File: src/rtl/stg_wb_pkg.sv
// Shared widths and opcodes for the write-back stage and its retire counter.
// Data words are 24 bits and address-class (SR/AR/PC) values are 48 bits.
package stg_wb_pkg;

  localparam int HBIT_ADDR   = 47;
  localparam int HBIT_DATA   = 23;
  localparam int HBIT_OPC    = 5;
  localparam int HBIT_TGT_GP = 3;
  localparam int HBIT_TGT_SR = 1;
  localparam int HBIT_TGT_AR = 1;

  localparam logic [HBIT_OPC:0] OPC_NOP = 6'h00;
  localparam logic [HBIT_OPC:0] OPC_ADD = 6'h01;
  localparam logic [HBIT_OPC:0] OPC_SUB = 6'h02;
  localparam logic [HBIT_OPC:0] OPC_LD  = 6'h10;
  localparam logic [HBIT_OPC:0] OPC_ST  = 6'h11;
  localparam logic [HBIT_OPC:0] OPC_HLT = 6'h3F;

  // A NOP never retires, even when the upstream stage lets it through.
  function automatic logic is_retiring(input logic cap, input logic [HBIT_OPC:0] opc);
    return cap && (opc != OPC_NOP);
  endfunction

endpackage

File: src/rtl/wb_retire_ctr.sv
// Free-running retired-instruction counter; wraps modulo 2^CNT_W.
module wb_retire_ctr #(
  parameter int CNT_W = 48
) (
  input  logic             clk,
  input  logic             rst_n,
  input  logic             inc,
  output logic [CNT_W-1:0] count
);

  always_ff @(posedge clk or negedge rst_n) begin
    if (!rst_n) begin
      count <= '0;
    end else if (inc) begin
      count <= count + CNT_W'(1);
    end
  end

endmodule

File: src/rtl/stg_wb.sv
// Write-back stage: registers the MO bundle onto the GP/SR/AR write ports,
// counts retirements and stops accepting work after a HLT retires.
module stg_wb
  import stg_wb_pkg::*;
#(
  parameter int CNT_W = 48
) (
  input  logic                   iw_clk,
  input  logic                   iw_rst,
  input  logic                   iw_stall,
  input  logic [HBIT_ADDR:0]     iw_pc,
  input  logic [HBIT_DATA:0]     iw_instr,
  input  logic [HBIT_OPC:0]      iw_opc,
  input  logic [HBIT_TGT_GP:0]   iw_tgt_gp,
  input  logic                   iw_tgt_gp_we,
  input  logic [HBIT_TGT_SR:0]   iw_tgt_sr,
  input  logic                   iw_tgt_sr_we,
  input  logic [HBIT_TGT_AR:0]   iw_tgt_ar,
  input  logic                   iw_tgt_ar_we,
  input  logic [HBIT_DATA:0]     iw_result,
  input  logic [HBIT_ADDR:0]     iw_sr_result,
  input  logic [HBIT_ADDR:0]     iw_ar_result,
  output logic                   ow_gp_we,
  output logic [HBIT_TGT_GP:0]   ow_gp_tgt,
  output logic [HBIT_DATA:0]     ow_gp_data,
  output logic                   ow_sr_we,
  output logic [HBIT_TGT_SR:0]   ow_sr_tgt,
  output logic [HBIT_ADDR:0]     ow_sr_data,
  output logic                   ow_ar_we,
  output logic [HBIT_TGT_AR:0]   ow_ar_tgt,
  output logic [HBIT_ADDR:0]     ow_ar_data,
  output logic [HBIT_ADDR:0]     ow_pc,
  output logic                   ow_retire,
  output logic [CNT_W-1:0]       ow_retired,
  output logic                   ow_halted
);

  typedef enum logic {
    WB_RUN    = 1'b0,
    WB_HALTED = 1'b1
  } wb_state_e;

  wb_state_e state_q, state_d;
  logic      cap;
  logic      valid;
  logic      unused_instr;

  // The raw instruction word travels with the bundle but nothing here consumes it.
  assign unused_instr = ^iw_instr;

  assign cap   = !iw_stall && (state_q == WB_RUN);
  assign valid = is_retiring(cap, iw_opc);

  always_ff @(posedge iw_clk or negedge iw_rst) begin
    if (!iw_rst) begin
      state_q <= WB_RUN;
    end else begin
      state_q <= state_d;
    end
  end

  always_comb begin
    state_d = state_q;
    if (state_q == WB_RUN && valid && iw_opc == OPC_HLT) begin
      state_d = WB_HALTED;
    end
  end

  assign ow_halted = (state_q == WB_HALTED);

  // Enables are rebuilt every cycle so each one pulses once; tgt/data/pc hold across bubbles.
  always_ff @(posedge iw_clk or negedge iw_rst) begin
    if (!iw_rst) begin
      ow_gp_we   <= 1'b0;
      ow_gp_tgt  <= '0;
      ow_gp_data <= '0;
      ow_sr_we   <= 1'b0;
      ow_sr_tgt  <= '0;
      ow_sr_data <= '0;
      ow_ar_we   <= 1'b0;
      ow_ar_tgt  <= '0;
      ow_ar_data <= '0;
      ow_pc      <= '0;
      ow_retire  <= 1'b0;
    end else begin
      ow_gp_we  <= valid && iw_tgt_gp_we;
      ow_sr_we  <= valid && iw_tgt_sr_we;
      ow_ar_we  <= valid && iw_tgt_ar_we;
      ow_retire <= valid;
      if (valid) begin
        ow_gp_tgt  <= iw_tgt_gp;
        ow_gp_data <= iw_result;
        ow_sr_tgt  <= iw_tgt_sr;
        ow_sr_data <= iw_sr_result;
        ow_ar_tgt  <= iw_tgt_ar;
        ow_ar_data <= iw_ar_result;
        ow_pc      <= iw_pc;
      end
    end
  end

  wb_retire_ctr #(.CNT_W(CNT_W)) u_ctr (
    .clk   (iw_clk),
    .rst_n (iw_rst),
    .inc   (valid),
    .count (ow_retired)
  );

endmodule

File: config.mk
export PLATFORM = sky130hd
export DESIGN_NAME = stg_wb
export DESIGN_NICKNAME = d
export VERILOG_FILES = /design/src/rtl/stg_wb_pkg.sv /design/src/rtl/wb_retire_ctr.sv /design/src/rtl/stg_wb.sv
export SDC_FILE = /design/constraint.sdc
export NUM_CORES = 1
export LEC_CHECK = 0
export CAP_MARGIN = 25
export CORE_AREA = 8 8 166 168
export DETAILED_ROUTE_END_ITERATION = 8
export DIE_AREA = 0 0 174 176
export MAX_ROUTING_LAYER = met4
export PLACE_DENSITY = 0.82
export SLEW_MARGIN = 40
export SYNTH_ARGS = -nofsm -noshare
export SYNTH_HDL_FRONTEND = slang
export SYNTH_SLANG_ARGS = --single-unit
File: constraint.sdc
create_clock -name iw_clk -period 2.1 [get_ports iw_clk]
set_clock_uncertainty 0.05 [all_clocks]
set_input_delay 0.42 -clock iw_clk [delete_from_list [all_inputs] [get_ports iw_clk]]
set_output_delay 0.42 -clock iw_clk [all_outputs]
set_load 0.01 [all_outputs]
Word-level counts from Yosys, hierarchy flattened:

Index checks and enable logic that the tools add are counted.
W data, S select, Z words.

* register bits after elaboration: 229
* bits in latches: 0
* bits in writable memories: 0
* bits in read-only memories: 0
* bits of input ports: 212
* output and inout bits: 229
* word-level logic and storage cells: 25
* memories kept: 0

* $add $sub $neg: 1
* multiply operators: 0
* divide/modulo/power cells: 0
* magnitude comparators: 0
* equality and inequality tests: 1
* shifts and indexed selects: 0
* muxes and demuxes: 0
* bitwise operators: 1
* reduce and logical (&&, ||, !) cells: 9

Operators with widths (count)
* $add A48 B1 Y48 const B: 1
* $logic_and A1 B1 Y1: 7
* $eq A6 B6 Y1 const B: 1
* $reduce_bool A6 Y1: 1
* $logic_not A1 Y1: 1
* $not A1 Y1: 1

Logic depth before layout (Yosys ltp):

* word-level depth: 5
* mapped depth: 7
* mapped depth without buffers: 6

Cells and area by module:

A second synthesis with hierarchy kept.

* cell total of the unflattened synthesis: 597
* area, all modules: 9036.2 um2

By module, submodules not included
* stg_wb: instances 1, cells each 386, area each 6691.4 um2, seq. area each 4529.3 um2
* wb_retire_ctr: instances 1, cells each 211, area each 2344.7 um2, seq. area each 1201.2 um2

Least setup slack after synthesis:

No wires, ideal clock.

* kind: input-to-reg
* start point: in iw_opc[0]
* end point: reg ow_ar_data[0]
* setup time: 0.125 ns
* data arrival time: 1.678 ns
* data required time: 1.925 ns
* path slack: 0.247 ns
* cell stages on the path: 6
* buffers on the path: 2
* cells stage by stage: nor4_2 > a211o_1 > inv_2 > clkbuf_1 > buf_2 > mux2_2

* longest elaborated chain between the ends: 2

Ends and longest elaborated chain
* start, declared: line stg_wb.sv:13 `input logic [HBIT_OPC:0] iw_opc,`
* $reduce_bool A6 Y1: line stg_wb_pkg.sv:21 `return cap && (opc != OPC_NOP);`
* $logic_and A1 B1 Y1: line stg_wb_pkg.sv:21
* end signal, assigned: line stg_wb.sv:96 `ow_ar_data <= iw_ar_result;`
* end, declared: line stg_wb.sv:31 `output logic [HBIT_ADDR:0] ow_ar_data,`

Every way passes these cells.
A chain may end at the register's enable or synchronous reset.

Worst setup path after layout:

* start point: reg u_ctr.count[1]
* end point: out ow_retired[1]

RTL lines
* start, declared: line wb_retire_ctr.sv:8 `output logic [CNT_W-1:0] count`
* start signal, assigned: line wb_retire_ctr.sv:15 `count <= count + CNT_W'(1);`
* end, declared: line stg_wb.sv:34 `output logic [CNT_W-1:0] ow_retired,`

No word-level cell between the ends.

==> flow_summary.yaml <==
run_status:
  status: "complete, no violations"
synth:
  yosysTopAreaCell: "dfrtp_1"
  synth_cells: 591
  ys_types: 31
  yosysTopAreaCellShare: 0.643
  syn_nets: 804
  syn_area_per_cell_sq_um: 15.1
  syn_area_sq_um: 8920
  yosys-top-cells-area: "dfrtp_1 (64%), mux2_2 (22%), xnor2_1 (2.8%), xor2_1 (1.8%), nand3_1 (1.1%)"
  ys_seq_area_frac: 0.643
  ys_warn_count: 0
  ys_ff_latch: 229
timing:
  fin_crit_sh: 0.974
  finalHoldViolCount: 0
  setup_tns_ns: 0
  slew_violations: 0
  worst_slew_pin_slew_ns: 0.555
  slew_headroom: 0.630
  setup_viol: 0
  whs_ns: 0.431
  setup_slack_ns: 0.0552
  period_minus_slack_ns: 2.04
  fmaxAchievable_ghz: 0.489
  rsz0062_at_grt: "false"
route:
  ant_nets: 0
  wirelength_microns: 28600
  drt_iter0_markers: 331
  route.detailed.drc: 0
  vias: 6605
  dr.pass1.iters: 4
  wl_per_cell_microns: 20.4
  viasPerCell: 4.72
power:
  power_frac_seq: 0.455
  switching_share: 0.213
  p_leak_nw: 6.42
  comb_power_share: 0.112
  ir_worst_vdd_uv: 674
  p_int_mw: 8.10
  netSwitchingPower_mw: 2.19
  pwr-share-clk: 0.433
  p_per_area_nw_per_um2: 702
setup_path:
  cp-start-kind: "flop"
  path_cells: "clkdlybuf4s50_1"
  arrival_ns: 1.57
  path_buf_inv: 1
  critPathTopFamily: "buffers and inverters"
  crit_slowest_cell: "clkdlybuf4s50_1"
  crit_required_ns: 1.63
  cp_max_fo: 6
  crit_type: "reg -> out"
  endpoint_kind: "primary output"
  slowest_delay_ns: 0.62
placement:
  dpl.hpwl_microns: 22300
  pre_cts_slack_ns: -0.354
  placedCellCount: 1354
  port-buffer-count: 416
  gp_congestion: 0.832
hold_path:
  hp-class: "reg -> reg"
global_routing:
  grt_pass1_vias: 7484
  gr-total-overflow: 0
  antenna_found_initial: 0
  grtUsageTotal: 0.188
  grt_pass1_wl_microns: 44100
  grt_max_degree: 65
floorplanning:
  num_io_pins: 441
  die_area_sq_um: 30600
  die_h_microns: 176
  core_sq_um: 24800
  rows: 58
  die_w_microns: 174
  start_util: 0.359
clock_network:
  insertion_delay_ns: 0.51
  postCtsSetupBuffers: 0
  clock_path_buffers: 3
  clk_pin_slew_worst_paths_ns: 0.06
  cts_htree_levels: 1
  cts_tree: "yes"
  cts_buffers: 25
  clkSinkCount: 229
  root_buffer: "clkbuf_16"
layout:
  fin_nets: 1265
  antenna_cells: 0
  area_growth_pct: 64.5
  n_fill_cell: 1956
  final_cells: 1399
  drive_gt1_frac: 0.253
run:
  maxCapViolations: 0
==> timing repair <==
| item | 4_1_cts | 5_1_grt |
|---|---|---|
| gates resized for setup | 1 | 5 |
| hold buffers | 1 | 0 |
| setup endpoints to repair | 1 | 5 |
| hold endpoints to repair | 53 | 0 |
==> Yosys cell counts <==
| library cell | number |
|---|---|
| dfrtp_1 | 229 |
| mux2_2 | 177 |
| xnor2_1 | 29 |
| nand3_1 | 20 |
| nand2_1 | 19 |
| buf_2 | 18 |
| xor2_1 | 18 |
| nor3_1 | 14 |
| nand4_1 | 12 |
| nor2_1 | 11 |
| inv_1 | 7 |
| and2_1 | 5 |
| and4_1 | 5 |
| clkbuf_1 | 4 |
| and3_1 | 3 |
| nor4_2 | 3 |
| a211oi_1 | 2 |
| nor3b_1 | 2 |
| a211o_1 | 1 |
| a21oi_1 | 1 |
| ha_1 | 1 |
| inv_2 | 1 |
| nand2_2 | 1 |
| nand3_2 | 1 |
| nand4_2 | 1 |
| nand4_4 | 1 |
| nand4bb_1 | 1 |
| nor2b_1 | 1 |
| nor4_1 | 1 |
| nor4_4 | 1 |
| o31ai_1 | 1 |
==> final timing paths <==
kind	startpoint	endpoint	slack (ns)	cells after the start
hold / removal	u_ctr.count[47]	u_ctr.count[47]	0.43	1
setup reg to reg	u_ctr.count[14]	u_ctr.count[29]	0.17	6
setup / recovery	u_ctr.count[1]	ow_retired[1]	0.06	1
hold reg to reg	u_ctr.count[47]	u_ctr.count[47]	0.43	1
max in group asynchronous	iw_rst	u_ctr.count[14]	0.93	3
min in group asynchronous	iw_rst	u_ctr.count[11]	0.44	2
==> placed cells by master (no fill, tap or decap), types with 12 or more instances in the layout <==
master           synthesis  final
dfrtp_1                229    225
clkbuf_16                0     25
mux2_2                 177    177
buf_4                    0     30
nand4_1                 12     12
xor2_1                  18     18
xnor2_1                 29     29
nand2_1                 19     19
clkdlybuf4s50_1          0    413
nor3_1                  14     14
nand3_1                 20     20
==> area by class of cell <==
cell class / instances / area [sq um] / share of cell area
tap: 330 / 413 / 0.0281
sequential: 229 / 5740 / 0.391
timing repair buffer: 456 / 4590 / 0.313
clock buffer: 35 / 723 / 0.0493
inverter: 8 / 35.0 / 0.00239
clock inverter: 9 / 120 / 0.00819
multi-input combinational: 332 / 3050 / 0.208
==> flip-flops by register name, indices dropped and copies added, names as in the netlist <==
register,flops
ow_sr_tgt,2
ow_sr_we,1
ow_retire,1
ow_gp_tgt,4
ow_halted,1
ow_gp_we,1
u_ctr.count,48
ow_sr_data,48
ow_pc,48
ow_ar_tgt,2
ow_ar_data,48
ow_gp_data,24
ow_ar_we,1
==> kinds of logic (layout without fill, tap and decap cells) <==
group	after synthesis	in the layout	synth area share
AOI/OAI and AO/OA	5	5	0.00407
and+or+nand+nor	102	102	0.0672
adders and majority gates	1	1	0.00140
buffers and inverters	30	508	0.0152
muxes	177	177	0.223
DFF	229	229	0.643
xor gates and xnor gates	47	47	0.0462
==> power groups by stage <==
stage	Sequential, mW	Clock, mW	Combinational, mW
global placement	4.75	0	1.15
finish	4.69	4.46	1.15
floorplan	4.85	0	0.157
CTS	4.69	4.61	1.18
global route	4.71	4.75	1.23
detailed placement	4.77	0	1.17
==> per-layer routing <==
| metal | part of all wire | routed length, microns | global-route usage |
|---|---|---|---|
| met3 | 0.10 | 2860 | 0.0746 |
| met2 | 0.50 | 14400 | 0.322 |
| met5 | 0 | 0 | - |
| met1 | 0.38 | 10800 | 0.203 |
| met4 | 0.017 | 495 | 0.0424 |
==> per-stage QoR <==
stage	total power [mW]	utilization	instance area, sq um
final	10.3	0.591	14700
after global routing	10.7	0.591	14700
after CTS	10.5	0.591	14700
after detailed placement	5.93	0.556	13800
after global placement	5.90	0.556	13800
after floorplan	5.00	-	8920
(Power assumes the default switching activity.)
